==> config.mk <==
export PLATFORM = sky130hd
export DESIGN_NAME = and_bf_gate
export DESIGN_NICKNAME = d
export VERILOG_FILES = /design/src/rtl/and_bf_gate_pkg.sv /design/src/rtl/and_bf_gate_obs.sv /design/src/rtl/and_bf_gate.sv
export SDC_FILE = /design/constraint.sdc
export NUM_CORES = 1
export LEC_CHECK = 0
export CAP_MARGIN = 15
export CORE_AREA = 2 2 83 45
export CTS_CLUSTER_SIZE = 16
export DETAILED_ROUTE_END_ITERATION = 10
export DIE_AREA = 0 0 85 47
export HOLD_SLACK_MARGIN = 0.15
export PLACE_DENSITY = 0.56
export SLEW_MARGIN = 40
export SYNTH_ARGS = -nofsm -noshare
export SYNTH_HDL_FRONTEND = slang
export SYNTH_HIERARCHICAL = 1
export SYNTH_SLANG_ARGS = --single-unit
==> constraint.sdc <==
create_clock -name clk -period 1.7 [get_ports clk]
set_input_delay 0.17 -clock clk [delete_from_list [all_inputs] [get_ports clk]]
set_output_delay 0.17 -clock clk [all_outputs]
set_load 0.05 [all_outputs]
==> src/rtl/and_bf_gate_pkg.sv <==
// Shared constants for the logic-gate demo cells.
// Names the four {a[0],b[0]} input combinations used by the coverage mask.
// Also provides a helper that maps operand LSBs onto a combination index.
package and_bf_gate_pkg;

  localparam int N_COMB = 4;

  localparam logic [1:0] COMB_00 = 2'd0;
  localparam logic [1:0] COMB_01 = 2'd1;
  localparam logic [1:0] COMB_10 = 2'd2;
  localparam logic [1:0] COMB_11 = 2'd3;

  // Operand A is the high bit of the index, operand B the low bit.
  function automatic logic [1:0] comb_idx(input logic a0, input logic b0);
    return {a0, b0};
  endfunction

endpackage

==> src/rtl/and_bf_gate_obs.sv <==
// Observation logic for and_bf_gate: registered copy, saturating high counter, coverage mask.
// Latency: one cycle from the sampled rising edge; asynchronous active-low reset.
// No backpressure: samples its inputs on every clock edge.
module and_bf_gate_obs
  import and_bf_gate_pkg::*;
#(
  parameter int WIDTH = 1,
  parameter int CNT_W = 16
) (
  input  logic              i_clk,
  input  logic              i_rst_n,
  input  logic              i_clr,
  input  logic [WIDTH-1:0]  i_y,
  input  logic [1:0]        i_sel,
  output logic [WIDTH-1:0]  o_y_q,
  output logic [CNT_W-1:0]  o_high_cnt,
  output logic [N_COMB-1:0] o_seen
);

  logic [WIDTH-1:0]  r_y_q;
  logic [CNT_W-1:0]  r_high_cnt;
  logic [N_COMB-1:0] r_seen;

  logic              w_hit;
  logic              w_sat;
  logic [N_COMB-1:0] w_seen_set;

  assign w_hit = |i_y;
  assign w_sat = &r_high_cnt;

  // Decode the sampled combination into a one-hot set mask; unknown index sets nothing.
  always_comb begin
    w_seen_set = '0;
    case (i_sel)
      COMB_00: w_seen_set = 4'b0001;
      COMB_01: w_seen_set = 4'b0010;
      COMB_10: w_seen_set = 4'b0100;
      COMB_11: w_seen_set = 4'b1000;
      default: w_seen_set = '0;
    endcase
  end

  // Registered copy of the AND result; clr does not touch it.
  always_ff @(posedge i_clk or negedge i_rst_n) begin
    if (!i_rst_n) begin
      r_y_q <= '0;
    end else begin
      r_y_q <= i_y;
    end
  end

  // Count edges with a non-zero result, holding at all-ones; clr wins over increment.
  always_ff @(posedge i_clk or negedge i_rst_n) begin
    if (!i_rst_n) begin
      r_high_cnt <= '0;
    end else if (i_clr) begin
      r_high_cnt <= '0;
    end else if (w_hit && !w_sat) begin
      r_high_cnt <= r_high_cnt + CNT_W'(1);
    end
  end

  // Sticky coverage of observed LSB combinations; clr wins over set.
  always_ff @(posedge i_clk or negedge i_rst_n) begin
    if (!i_rst_n) begin
      r_seen <= '0;
    end else if (i_clr) begin
      r_seen <= '0;
    end else begin
      r_seen <= r_seen | w_seen_set;
    end
  end

  assign o_y_q      = r_y_q;
  assign o_high_cnt = r_high_cnt;
  assign o_seen     = r_seen;

endmodule

==> src/rtl/and_bf_gate.sv <==
// Behavioural two-input AND gate with a clocked observation wrapper.
// Latency: y is combinational (zero cycles); y_q/high_cnt/seen one cycle.
// No backpressure; y never depends on clk, rst_n or clr so and_bf(y,a,b) works unclocked.
module and_bf_gate
  import and_bf_gate_pkg::*;
#(
  parameter int WIDTH = 1,
  parameter int CNT_W = 16
) (
  output logic [WIDTH-1:0]  y,
  input  logic [WIDTH-1:0]  a,
  input  logic [WIDTH-1:0]  b,
  input  logic              clk,
  input  logic              rst_n,
  input  logic              clr,
  output logic [WIDTH-1:0]  y_q,
  output logic [CNT_W-1:0]  high_cnt,
  output logic [N_COMB-1:0] seen
);

  logic [1:0] w_sel;

  // Pure bitwise AND; X/Z resolve with the usual 0-dominant semantics.
  always @* begin
    y = a & b;
  end

  assign w_sel = comb_idx(a[0], b[0]);

  and_bf_gate_obs #(
    .WIDTH (WIDTH),
    .CNT_W (CNT_W)
  ) u_obs (
    .i_clk      (clk),
    .i_rst_n    (rst_n),
    .i_clr      (clr),
    .i_y        (y),
    .i_sel      (w_sel),
    .o_y_q      (y_q),
    .o_high_cnt (high_cnt),
    .o_seen     (seen)
  );

endmodule

== Word level (Yosys, flattened, before mapping) ==
Cells that the tools add are included.
Widths: inputs -> output; s select.

* Flip-flop bits (word level): 21
* Bits in latches: 0
* RAM bits: 0
* Memory bits (read-only): 0
* Output and inout port bits: 22
* Memories kept: 0

* Add/sub/neg operators: 1
* Multipliers: 0
* Divide/modulo/power cells: 0
* Order comparisons: 0
* Equal/unequal tests: 3
* Shifts and indexed selects: 0
* Mux-type cells: 4
* Bitwise gates (word level): 2
* Reductions and logical operators: 5

{| class="wikitable"
|+ Operator list
! kind !! count
|-
| $mux 16 || 2
|-
| $add 16x1->16 const B || 1
|-
| $pmux 4 s4 || 1
|-
| $reduce_and 16->1 || 1
|-
| $eq 2x2->1 const B || 2
|-
| $mux 4 || 1
|-
| $or 4x4->4 || 1
|-
| $eq 2x1->1 const B || 1
|-
| $logic_not 2->1 || 1
|-
| $reduce_bool 2->1 || 1
|-
| $and 1x1->1 || 1
|-
| $logic_and 1x1->1 || 1
|-
| $logic_not 1->1 || 1
|}

== Logic depth before layout (Yosys ltp) ==
Gate-level depths: netlist of the first run.

* Depth in word-level cells: 5
* Mapped depth: 5
* Mapped depth without buffers: 5

== Cells and area by module ==
The synthesis of the first run kept the hierarchy.

{| class="wikitable"
|+ By module, submodules not included
! module !! instances !! cells an instance !! area each (µm²)
|-
| and_bf_gate_obs || 1 || 111 || 1111.1
|-
| and_bf_gate || 1 || 1 || 6.3
|}

== Least setup slack after synthesis of the first run ==
No wires, ideal clock.

* Path type: register -> register
* Start point: register u_obs.r_high_cnt[0], in the netlist u_obs/o_high_cnt[0]
* End point: register u_obs.r_high_cnt[12], in the netlist u_obs/o_high_cnt[12]
* Data arrival time: 1.849 ns
* Slack: -0.277 ns
* Stages on the path, launching flop included: 6
* Path buffers: 0
* Clock period less this slack: 1.977 ns
* Path through: dfrtp_1 ha_1 and2_1 nand4_2 nor4b_2 mux2_1

* Longest elaborated chain between the ends: 4

{| class="wikitable"
|+ Ends and longest elaborated chain
! what !! line !! text
|-
| from (decl) || and_bf_gate_obs.sv:21 || <nowiki>logic [CNT_W-1:0] r_high_cnt;</nowiki>
|-
| from (signal assigned) || and_bf_gate_obs.sv:59 || <nowiki>r_high_cnt <= r_high_cnt + CNT_W'(1);</nowiki>
|-
| parallel branches: the longest is 4 deep, another holds $add 16x1->16 || -- ||
|}

Parallel ways; which one is timed is not known. The select of a mux whose other input is x is not followed.
A chain may end at the register's enable or synchronous reset.

== Final worst setup path of the first run ==
* Start point: input port b
* End point: register u_obs.r_high_cnt[11], in the netlist u_obs/o_high_cnt[11]

* Longest elaborated chain between the ends: 3

{| class="wikitable"
|+ Ends and longest elaborated chain
! what !! line !! text
|-
| from (decl) || and_bf_gate.sv:12 || <nowiki>input logic [WIDTH-1:0] b,</nowiki>
|-
| $and 1x1->1 || and_bf_gate.sv:25 || <nowiki>y = a & b;</nowiki>
|-
| $logic_and 1x1->1 || and_bf_gate_obs.sv:58 || <nowiki>end else if (w_hit && !w_sat) begin</nowiki>
|-
| $reduce_bool 2->1 (no line) || -- ||
|}

Every way passes these cells.

==> results of run 1 <==
layer usage:
metal,wire (um),share of wire [%],global-route usage (%)
met1,1567,50,24.87
met2,1301,41,23.13
met3,228,7.3,4.218
met4,44,1.4,6.349
met5,0,0,0
kinds of logic after synthesis:
| logic type | share of synthesized area, % |
|---|---|
| AO/OA/AOI/OAI | 15.45 |
| adder cells (fa/ha/maj) | 1.120 |
| buffers and inverters | 4.255 |
| flip-flops | 47.03 |
| multiplexers | 3.919 |
| AND/OR/NAND/NOR | 28.22 |
registers in the layout, summed over array words and instances (netlist names):
name / cells
u_obs/o_high_cnt: 16
u_obs/o_y_q: 1
u_obs/o_seen: 4
repair_timing:
item	in CTS	in global routing
buffers inserted	0	1
resized for setup	2	9
endpoints found under the setup margin	2	4
cells in the mapped netlist (all sizes together):
| master | count | area [um2] |
|---|---|---|
| a211oi | 2 | 15.01 |
| a21oi | 12 | 60.06 |
| a311oi | 1 | 8.760 |
| a31oi | 2 | 12.51 |
| and2 | 2 | 12.51 |
| and3 | 1 | 6.260 |
| and4 | 3 | 26.28 |
| buf | 2 | 16.26 |
| clkbuf | 3 | 12.51 |
| dfrtp | 21 | 525.5 |
| ha | 1 | 12.51 |
| inv | 5 | 18.77 |
| mux2 | 3 | 33.78 |
| mux2i | 1 | 10.01 |
| nand2 | 4 | 15.01 |
| nand2b | 1 | 6.260 |
| nand3 | 5 | 25.02 |
| nand4 | 7 | 65.06 |
| nor2 | 7 | 26.28 |
| nor2b | 5 | 31.28 |
| nor3 | 2 | 10.01 |
| nor4 | 2 | 18.77 |
| nor4b | 1 | 15.01 |
| o211ai | 1 | 7.510 |
| o21ai | 4 | 20.02 |
| o311ai | 1 | 8.760 |
| o31ai | 3 | 22.52 |
| o41ai | 2 | 17.52 |
| or3 | 3 | 18.77 |
| or3b | 1 | 8.760 |
| or4 | 4 | 30.03 |
power groups by stage:
| stage | Combinational (mW) | Clock (mW) | Sequential [mW] |
|---|---|---|---|
| after floorplan | 0.0302 | 0 | 0.563 |
| after global placement | 0.130 | 0 | 0.528 |
| after detailed placement | 0.132 | 0 | 0.528 |
| after CTS | 0.132 | 0.349 | 0.519 |
| after global routing | 0.140 | 0.372 | 0.520 |
| final | 0.130 | 0.336 | 0.518 |
per-stage QoR:
step	setup TNS (ns)	cell area [um2]	cells
after floorplan	-0.1173	1162	112
after global placement	-1.226	1549	193
after detailed placement	-1.521	1549	193
after CTS	0	1602	197
after global routing	-0.04203	1653	198
final	0	1653	198
cell type report:
class                           count  area, um2
Fill cell                         295       1632
Multi-Input combinational cell     81      616.8
Tap cell                           42      52.55
Inverter                            5      18.77
Timing Repair Buffer               45      372.9
Sequential cell                    21      545.5
Clock buffer                        3      41.29
Clock inverter                      1      5.005
worst max path at each step:
stage                             start                    to  slack, ns  depth (start not counted)
floorplan           u_obs/o_high_cnt[0]  u_obs/o_high_cnt[12]      -0.07                          5
global placement                      a   u_obs/o_high_cnt[9]      -0.24                          6
detailed placement                    a  u_obs/o_high_cnt[11]      -0.29                          6
CTS                                   a  u_obs/o_high_cnt[11]       0.03                          6
global route        u_obs/o_high_cnt[0]  u_obs/o_high_cnt[12]      -0.03                          5
finish                                b  u_obs/o_high_cnt[11]       0.05                          6
==> results.md, run 1 <==
* TritonCTS clock tree: built
* Post-DP HPWL at 2.321 mm
* Synth Instances at 112
* Worst Path Arrival at 1.84 ns
* Total gr overflow at 0
* Root Driver: clkbuf_8
* TritonCTS Buffers at 3
* Chip Height at 47 um
* Worst r2r path cells at 5
* Setup slack, reg-to-reg at 0.06 ns
* Row count at 15
* CP max stage cell: or4_1
* Final core utilization at 50.32%
* Final hold vios at 0
* Port bufs at 26
* FF-to-FF Start: u_obs/o_high_cnt[0]
* Kind of cell adding the most delay to the critical path: simple AND/OR/NAND/NOR gates
* Fin crit share at 97.22%
* First-pass GRT wire length at 4.947 mm
* Most frequent cells in the layout: buf_4, dfrtp_2, a21oi_1
* Internal power at 0.7226 mW
* Crit Reg-Reg Endpoint: u_obs/o_high_cnt[12]
* CP cell instances: clkdlybuf4s50_1 > and2_2 > and3_4 > nand4_4 > or4_1 > a21oi_1
* Vias in the first global route at 974
* Overall Power at 0.9848 mW
* Startpoint types: input pin
* Clk_lat worst skew at 0.27 ns
* Ports at 27
* Net Sw Frac at 26.63%
* Post-CTS Hold Buffers at 0
* Post-route ant nets at 0
* Number of max-cap violations at 0
* Worst VDD drop at 0.0003323 V
* Layout net count at 163
* Fmax at 605.1 MHz
* Hold Slack at 0.2471 ns
* Syn avg cell area at 9.976 um2
* Critical path class: in2reg
* CP max stage delay at 0.50 ns
* Number of nets produced by synthesis at 118
* Clock power frac at 34.1%
* Fin Clk Skew at 0.004257 ns
* Status: complete, no violations
* Via count at 1059
* Share of cells above drive strength 1 at 46.15%
* Total die area at 3995 um2
* # setup viols final at 0
* Least-Margin Pin Slew at 0.5048 ns
* Width of the die at 85 um
* Gpl congestion at 0.7770
* Min Clock Period, post-route at 1.653 ns
* Data required, critical path at 1.89 ns
* GRT Util Overall at 16.66%
* Power density over the cells at 595.8 nW/um2
* Sequential element share of the synthesized area at 47.03%
* Crit-path max FO at 7
* Sink Count at 21
* Starting Density at 34.02%
* Synthesized area at 1117 um2
* Pleak at 0.6952 nW
* Wire length per cell at 15.87 um
* Layout area overhead at 47.93%
* Sw Pwr at 0.2622 mW
* # diodes at 0
* #FFs+latches synth at 21
* Syn. warnings at 6
* Slew Viols, Final at 0
* Combinational share of power at 13.2%
* Hold WC Path Type: in2async
* CP endpoint kind: flip-flop
* Vias/cell at 5.348
* RSZ-0062 raised after global routing: true
* Worst-path clk slew at 0.08 ns
* Initial DRC count at 69
* Initial antenna violation count at 0
* Max Root-Sink Buffers at 2
* Slew margin rel. at 66.24%
* Largest net degree at the start of global routing at 22
* Seq pwr share at 52.6%
* CORE AREA at 3284 um2
* Initial DRT Pass Iterations at 4
* Final routed DRC violation total at 0
* Commonest non-fill, non-tap cell in the layout: buf_4
* Netlist cell types at 37
* Setup ws final at 0.04724 ns
* Htree depth at 1
* Buf/Inv on CP at 1
* Pre-CTS setup slack at -0.2867 ns
* Routed WL at 3.142 mm
Power figures use the tool's default switching activity.
==> run 2: changes to the inputs <==
--- a/config.mk
+++ b/config.mk
@@ -10,8 +10,8 @@
 export CTS_CLUSTER_SIZE = 16
 export DETAILED_ROUTE_END_ITERATION = 10
 export DIE_AREA = 0 0 85 47
-export HOLD_SLACK_MARGIN = 0.15
 export PLACE_DENSITY = 0.56
+export SETUP_SLACK_MARGIN = 0.5
 export SLEW_MARGIN = 40
 export SYNTH_ARGS = -nofsm -noshare
 export SYNTH_HDL_FRONTEND = slang
==> results.md, run 2 (synthesis gave the netlist of run 1 again) <==
* Status: complete, no violations (unchanged)
* Layout area overhead at 72.79% (was 47.93%)
* Internal power at 0.7312 mW (was 0.7226 mW)
* Ports at 27 (unchanged)
* Fin crit share at 92.58% (was 97.22%)
* TritonCTS Buffers at 3 (unchanged)
* Most frequent cells in the layout: buf_4, dfrtp_2, buf_6 (was buf_4, dfrtp_2, a21oi_1)
* Chip Height at 47 um (unchanged)
* Fin Clk Skew at 0.006824 ns (was 0.004257 ns)
* Pleak at 0.8340 nW (was 0.6952 nW)
* # diodes at 0 (unchanged)
* Least-Margin Pin Slew at 0.3656 ns (was 0.5048 ns)
* First-pass GRT wire length at 5.278 mm (was 4.947 mm)
* Layout net count at 178 (was 163)
* GRT Util Overall at 17.77% (was 16.66%)
* # setup viols final at 0 (unchanged)
* CP cell instances: ha_4 > and2_4 > nand4_4 > nor4b_4 > mux2_1 (was clkdlybuf4s50_1 > and2_2 > and3_4 > nand4_4 > or4_1 > a21oi_1)
* Commonest non-fill, non-tap cell in the layout: buf_4 (unchanged)
* Number of max-cap violations at 0 (unchanged)
* Initial antenna violation count at 0 (unchanged)
* Final TNS setup at 0 ns (unchanged)
* Hold WC Path Type: in2async (unchanged)
* CP max stage delay at 0.39 ns (was 0.50 ns)
* Crit-path max FO at 4 (was 7)
* Startpoint types: flip-flop (was input pin)
* Buf/Inv on CP at 0 (was 1)
* Row count at 15 (unchanged)
* Power density over the cells at 514.4 nW/um2 (was 595.8 nW/um2)
* Sink Count at 21 (unchanged)
* Worst VDD drop at 0.0002848 V (was 0.0003323 V)
* Starting Density at 34.02% (unchanged)
* Sw Pwr at 0.2620 mW (was 0.2622 mW)
* Wire length per cell at 16.78 um (was 15.87 um)
* Post-CTS Hold Buffers at 0 (unchanged)
* Worst-path clk slew at 0.08 ns (about the same)
* Vias in the first global route at 1035 (was 974)
* Port bufs at 26 (unchanged)
* CORE AREA at 3284 um2 (unchanged)
* Slew margin rel. at 75.31% (was 66.24%)
* Final routed DRC violation total at 0 (unchanged)
* CP endpoint kind: flip-flop (unchanged)
* Final core utilization at 58.78% (was 50.32%)
* RSZ-0062 raised after global routing: true (unchanged)
* Critical path class: reg2reg (was in2reg)
* Seq pwr share at 52.0% (was 52.6%)
* Share of cells above drive strength 1 at 62.57% (was 46.15%)
* Clk_lat worst skew at 0.27 ns (about the same)
* Hold Slack at 0.2460 ns (was 0.2471 ns)
* Post-route ant nets at 0 (unchanged)
* Net Sw Frac at 26.38% (was 26.63%)
* Width of the die at 85 um (unchanged)
* Post-DP HPWL at 2.419 mm (was 2.321 mm)
* Total die area at 3995 um2 (unchanged)
* Fmax at 635.4 MHz (was 605.1 MHz)
* Via count at 1155 (was 1059)
* Initial DRT Pass Iterations at 4 (unchanged)
* Initial DRC count at 78 (was 69)
* Total gr overflow at 0 (unchanged)
* Final hold vios at 0 (unchanged)
* Kind of cell adding the most delay to the critical path: simple AND/OR/NAND/NOR gates (unchanged)
* Vias/cell at 5.423 (was 5.348)
* Htree depth at 1 (unchanged)
* Final std cells w/o fill at 213 (was 198)
* Gpl congestion at 0.7619 (was 0.7770)
* Setup slack, reg-to-reg at 0.13 ns (was 0.06 ns)
* Data required, critical path at 1.85 ns (was 1.89 ns)
* Fill count at 289 (was 295)
* Worst Path Arrival at 1.72 ns (was 1.84 ns)
* Max Root-Sink Buffers at 2 (unchanged)
* Routed WL at 3.574 mm (was 3.142 mm)
* Largest net degree at the start of global routing at 22 (unchanged)
* TritonCTS clock tree: built (unchanged)
* Clock power frac at 33.6% (was 34.1%)
* Combinational share of power at 14.4% (was 13.2%)
* Overall Power at 0.9932 mW (was 0.9848 mW)
* Largest register FFs at 16 (unchanged)
* CP max stage cell: dfrtp_2 (was or4_1)
* Root Driver: clkbuf_8 (unchanged)
* Min Clock Period, post-route at 1.574 ns (was 1.653 ns)
* Cell Count Post-Placement at 194 (was 193)
* Slew Viols, Final at 0 (unchanged)
## run 2: cell types whose count changed in the layout (fill, tap and decap cells not counted), sizes merged
cell,before,now
buf,36,51
clkbuf,3,4
clkdlybuf4s50,9,2
clkdlybuf4s15,0,4
dlygate4sd2,0,2
clkdlybuf4s18,0,1
clkinv,1,0
## run 2: layout make-up
| cell class | instances | area (um2) | share of cell area (%) |
|---|---|---|---|
| Sequential cell | 21 | 545.5 | 28.26 |
| Tap cell | 42 | 52.55 | 2.722 |
| Clock buffer | 4 | 45.04 | 2.333 |
| Inverter | 5 | 18.77 | 0.9721 |
| Multi-Input combinational cell | 81 | 728.2 | 37.72 |
| Timing Repair Buffer | 60 | 540.5 | 28.00 |
## run 2: path summary, 6_finish.rpt
path / startpoint / to / depth (start not counted)
max in group asynchronous: rst_n / u_obs/o_high_cnt[9] / 2
hold / removal: rst_n / u_obs/o_y_q / 2
setup / recovery: u_obs/o_high_cnt[0] / u_obs/o_high_cnt[12] / 5
hold reg to reg: u_obs/o_seen[3] / u_obs/o_seen[3] / 2
setup reg to reg: u_obs/o_high_cnt[0] / u_obs/o_high_cnt[12] / 5
min in group clk: b / u_obs/o_seen[3] / 4
## run 2: power by group through the flow
stage / Clock, mW / Combinational [mW] / Sequential, mW
2_1_floorplan: 0 / 0.0304 / 0.563
3_3_place_gp: 0 / 0.137 / 0.526
3_5_place_dp: 0 / 0.139 / 0.526
4_1_cts: 0.346 / 0.139 / 0.516
5_1_grt: 0.373 / 0.153 / 0.517
6_report: 0.334 / 0.143 / 0.516
## run 2: through the flow
step	worst slack (ns)	cell area [um2]
after floorplan	-0.03275	1199
after detailed placement	-0.2283	1584
final	0.1262	1931
after CTS	0.1079	1795
after global placement	-0.1647	1584
after global routing	0.05684	1931
## run 2: layer usage
metal | GRT usage [%] | part of all wire [%] | wire [um] | vias to the layer above
met5 | 0 | 0 | 0 | -
met4 | 4.762 | 0.95 | 34 | 0
met3 | 4.394 | 4.5 | 161 | 5
met2 | 26.56 | 47 | 1668 | 37
met1 | 26.03 | 48 | 1711 | 562
li1 | - | - | - | 551
## run 2: repair_timing
item / in CTS / in global routing
setup endpoints to repair: 26 / 23
cloned: 0 / 0
pin swaps: 21 / 12
resized for setup: 44 / 20
setup buffers: 8 / 7
==> run 3: changes to the inputs <==
--- a/config.mk
+++ b/config.mk
@@ -10,6 +10,7 @@
 export CTS_CLUSTER_SIZE = 16
 export DETAILED_ROUTE_END_ITERATION = 10
 export DIE_AREA = 0 0 85 47
+export GPL_ROUTABILITY_DRIVEN = 0
 export PLACE_DENSITY = 0.56
 export SETUP_SLACK_MARGIN = 0.5
 export SLEW_MARGIN = 40
@@ -17,3 +18,4 @@
 export SYNTH_HDL_FRONTEND = slang
 export SYNTH_HIERARCHICAL = 1
 export SYNTH_SLANG_ARGS = --single-unit
+export TNS_END_PERCENT = 100
==> constraint.sdc (replaced) <==
create_clock -name clk -period 1.5 [get_ports clk]
set_input_delay 0.15 -clock clk [delete_from_list [all_inputs] [get_ports clk]]
set_output_delay 0.15 -clock clk [all_outputs]
set_load 0.05 [all_outputs]
==> results.md, run 3 (synthesis gave the netlist of run 1 again) <==
* Data required, critical path at 1.69 ns (was 1.85 ns)
* Share of cells above drive strength 1 at 64.25% (was 62.57%)
* Vias in the first global route at 1100 (was 1035)
* Hold WC Path Type: in2async (unchanged)
* Setup slack, reg-to-reg at -0.10 ns (was 0.13 ns)
* Htree depth at 1 (unchanged)
* Worst-path clk slew at 0.09 ns (was 0.08 ns)
* Power density over the cells at 543.5 nW/um2 (was 514.4 nW/um2)
* Seq pwr share at 50.9% (was 52.0%)
* CP endpoint kind: flip-flop (unchanged)
* Commonest non-fill, non-tap cell in the layout: buf_4 (unchanged)
* Placed Area at 1677 um2 (was 1584 um2)
* Clock power frac at 34.2% (was 33.6%)
* Post-DP HPWL at 2.413 mm (was 2.419 mm)
* Starting Density at 34.02% (unchanged)
* Largest register FFs at 16 (unchanged)
* Layout net count at 186 (was 178)
* CP max stage cell: dfrtp_2 (unchanged)
* Fill count at 241 (was 289)
* Number of max-cap violations at 0 (unchanged)
* Total die area at 3995 um2 (unchanged)
* Failing checks: setup timing
* Worst VDD drop at 0.0003910 V (was 0.0002848 V)
* Setup ws final at -0.1004 ns (was 0.1262 ns)
* Sink Count at 21 (unchanged)
* CP max stage delay at 0.43 ns (was 0.39 ns)
* Post-CTS Hold Buffers at 0 (unchanged)
* Buf/Inv on CP at 1 (was 0)
* # setup viols final at 10 (was 0)
* Fin Clk Skew at 0.004828 ns (was 0.006824 ns)
* Final routed DRC violation total at 0 (unchanged)
* Stages on the worst setup path at 6 (was 5)
* Worst Setup SP: u_obs/o_high_cnt[0] (unchanged)
* Most frequent cells in the layout: buf_4, buf_6, dfrtp_2 (was buf_4, dfrtp_2, buf_6)
* Least-Margin Pin Slew at 0.4374 ns (was 0.3656 ns)
* GRT Util Overall at 18.21% (was 17.77%)
* Initial DRC count at 41 (was 78)
* Internal power at 0.8364 mW (was 0.7312 mW)
* Hold Slack at 0.2209 ns (was 0.2460 ns)
* Min Clock Period, post-route at 1.600 ns (was 1.574 ns)
* Sw Pwr at 0.3156 mW (was 0.2620 mW)
* Pre-CTS setup slack at -0.4051 ns (was -0.2283 ns)
* Initial antenna violation count at 0 (unchanged)
* Largest net degree at the start of global routing at 23 (was 22)
* Combinational share of power at 14.9% (was 14.4%)
* Kind of cell adding the most delay to the critical path: simple AND/OR/NAND/NOR gates (unchanged)
* Width of the die at 85 um (unchanged)
* # diodes at 0 (unchanged)
* Post-route ant nets at 0 (unchanged)
* Critical path class: reg2reg (unchanged)
* RSZ-0062 raised after global routing: true (unchanged)
* FF-to-FF Start: u_obs/o_high_cnt[0] (unchanged)
* Wire length per cell at 16.46 um (was 16.78 um)
* Port bufs at 26 (unchanged)
* TritonCTS clock tree: built (unchanged)
* TritonCTS Buffers at 3 (unchanged)
* Final core utilization at 64.53% (was 58.78%)
* Fmax at 624.9 MHz (was 635.4 MHz)
* Worst r2r path cells at 6 (was 5)
* Total gr overflow at 0 (unchanged)
* Status: finished with violations (was complete, no violations)
* Max Root-Sink Buffers at 2 (unchanged)
* Chip Height at 47 um (unchanged)
* Row count at 15 (unchanged)
* Vias/cell at 5.262 (was 5.423)
* Slew Viols, Final at 0 (unchanged)
* CP cell instances: ha_4 > nand3_2 > nor4_1 > buf_4 > or4_4 > a21oi_2 (was ha_4 > and2_4 > nand4_4 > nor4b_4 > mux2_1)
* Fin crit share at 106.7% (was 92.58%)
* Layout area overhead at 89.70% (was 72.79%)
* Final hold vios at 0 (unchanged)
* Pleak at 0.9215 nW (was 0.8340 nW)
* Ports at 27 (unchanged)
* Startpoint types: flip-flop (unchanged)
* Routed WL at 3.638 mm (was 3.574 mm)
* CORE AREA at 3284 um2 (unchanged)
* Worst Path Arrival at 1.80 ns (was 1.72 ns)
* Design area at 2120 um2 (was 1931 um2)
* Overall Power at 1.152 mW (was 0.9932 mW)
* First-pass GRT wire length at 5.478 mm (was 5.278 mm)
* Clk_lat worst skew at 0.27 ns (about the same)
* Slew margin rel. at 70.46% (was 75.31%)
* Net Sw Frac at 27.40% (was 26.38%)
* Initial DRT Pass Iterations at 4 (unchanged)
* Crit-path max FO at 4 (unchanged)
* Via count at 1163 (was 1155)
* Root Driver: clkbuf_8 (unchanged)
## run 3: cell count changes in the layout (fill, tap and decap cells not counted), sizes merged
cell	before	now
buf	51	64
clkbuf	4	3
clkdlybuf4s15	4	0
clkdlybuf4s18	1	0
clkinvlp	0	1
dlygate4sd2	2	0
dlymetal6s2s	0	2
## run 3: power by group through the flow
stage          logic, mW  clock network, mW  registers (mW)
6_report           0.172              0.394           0.587
5_1_grt            0.183              0.429           0.588
4_1_cts            0.168              0.403           0.587
3_5_place_dp       0.156                  0           0.597
3_3_place_gp       0.154                  0           0.596
2_1_floorplan     0.0345                  0           0.638
## run 3: repair_timing
item | in CTS | in global routing
pin swaps | 8 | 7
setup buffers | 3 | 11
gates resized for setup | 55 | 24
hold endpoints to repair | 0 | 0
endpoints found under the setup margin | 37 | 34
## run 3: cell type report
| type | count | area [um2] | share of cell area, % |
|---|---|---|---|
| inverters | 5 | 18.77 | 0.8855 |
| flip-flops and latches | 21 | 545.5 | 25.74 |
| well taps | 42 | 52.55 | 2.479 |
| clock buffers | 3 | 41.29 | 1.948 |
| repair buffers | 68 | 759.5 | 35.83 |
| clock inverters | 1 | 7.507 | 0.3542 |
| multi-input cells | 81 | 694.4 | 32.76 |
## run 3: metrics by stage
step                instances  TNS [ns]
floorplan                 112    -1.689
global placement          203    -3.265
detailed placement        203    -3.770
CTS                       210   -0.3310
global route              221    -1.337
finish                    221   -0.5199
## run 3: worst register-to-register path: cells and delay by family, from the launching register on
kind | cells | cell delay (ns)
adder cells (fa/ha/maj) | 1 | 0.18
AO/OA/AOI/OAI | 1 | 0.14
AND/OR/NAND/NOR | 3 | 0.61
flip-flops | 1 | 0.43
buffers and inverters | 1 | 0.16
## run 3: layer usage
layer  track usage (%)  wire [um]
met5                 0          0
met4             3.810          0
met3             3.163        102
met1             27.14       1845
met2             28.28       1690
## run 3: path summary, 6_finish.rpt
check                                       endpoint
max in group asynchronous       u_obs/o_high_cnt[13]
worst max-delay path            u_obs/o_high_cnt[11]
min in group clk                     u_obs/o_seen[2]
worst min-delay path                 u_obs/o_seen[0]
worst max register to register  u_obs/o_high_cnt[11]
worst min register to register       u_obs/o_seen[2]
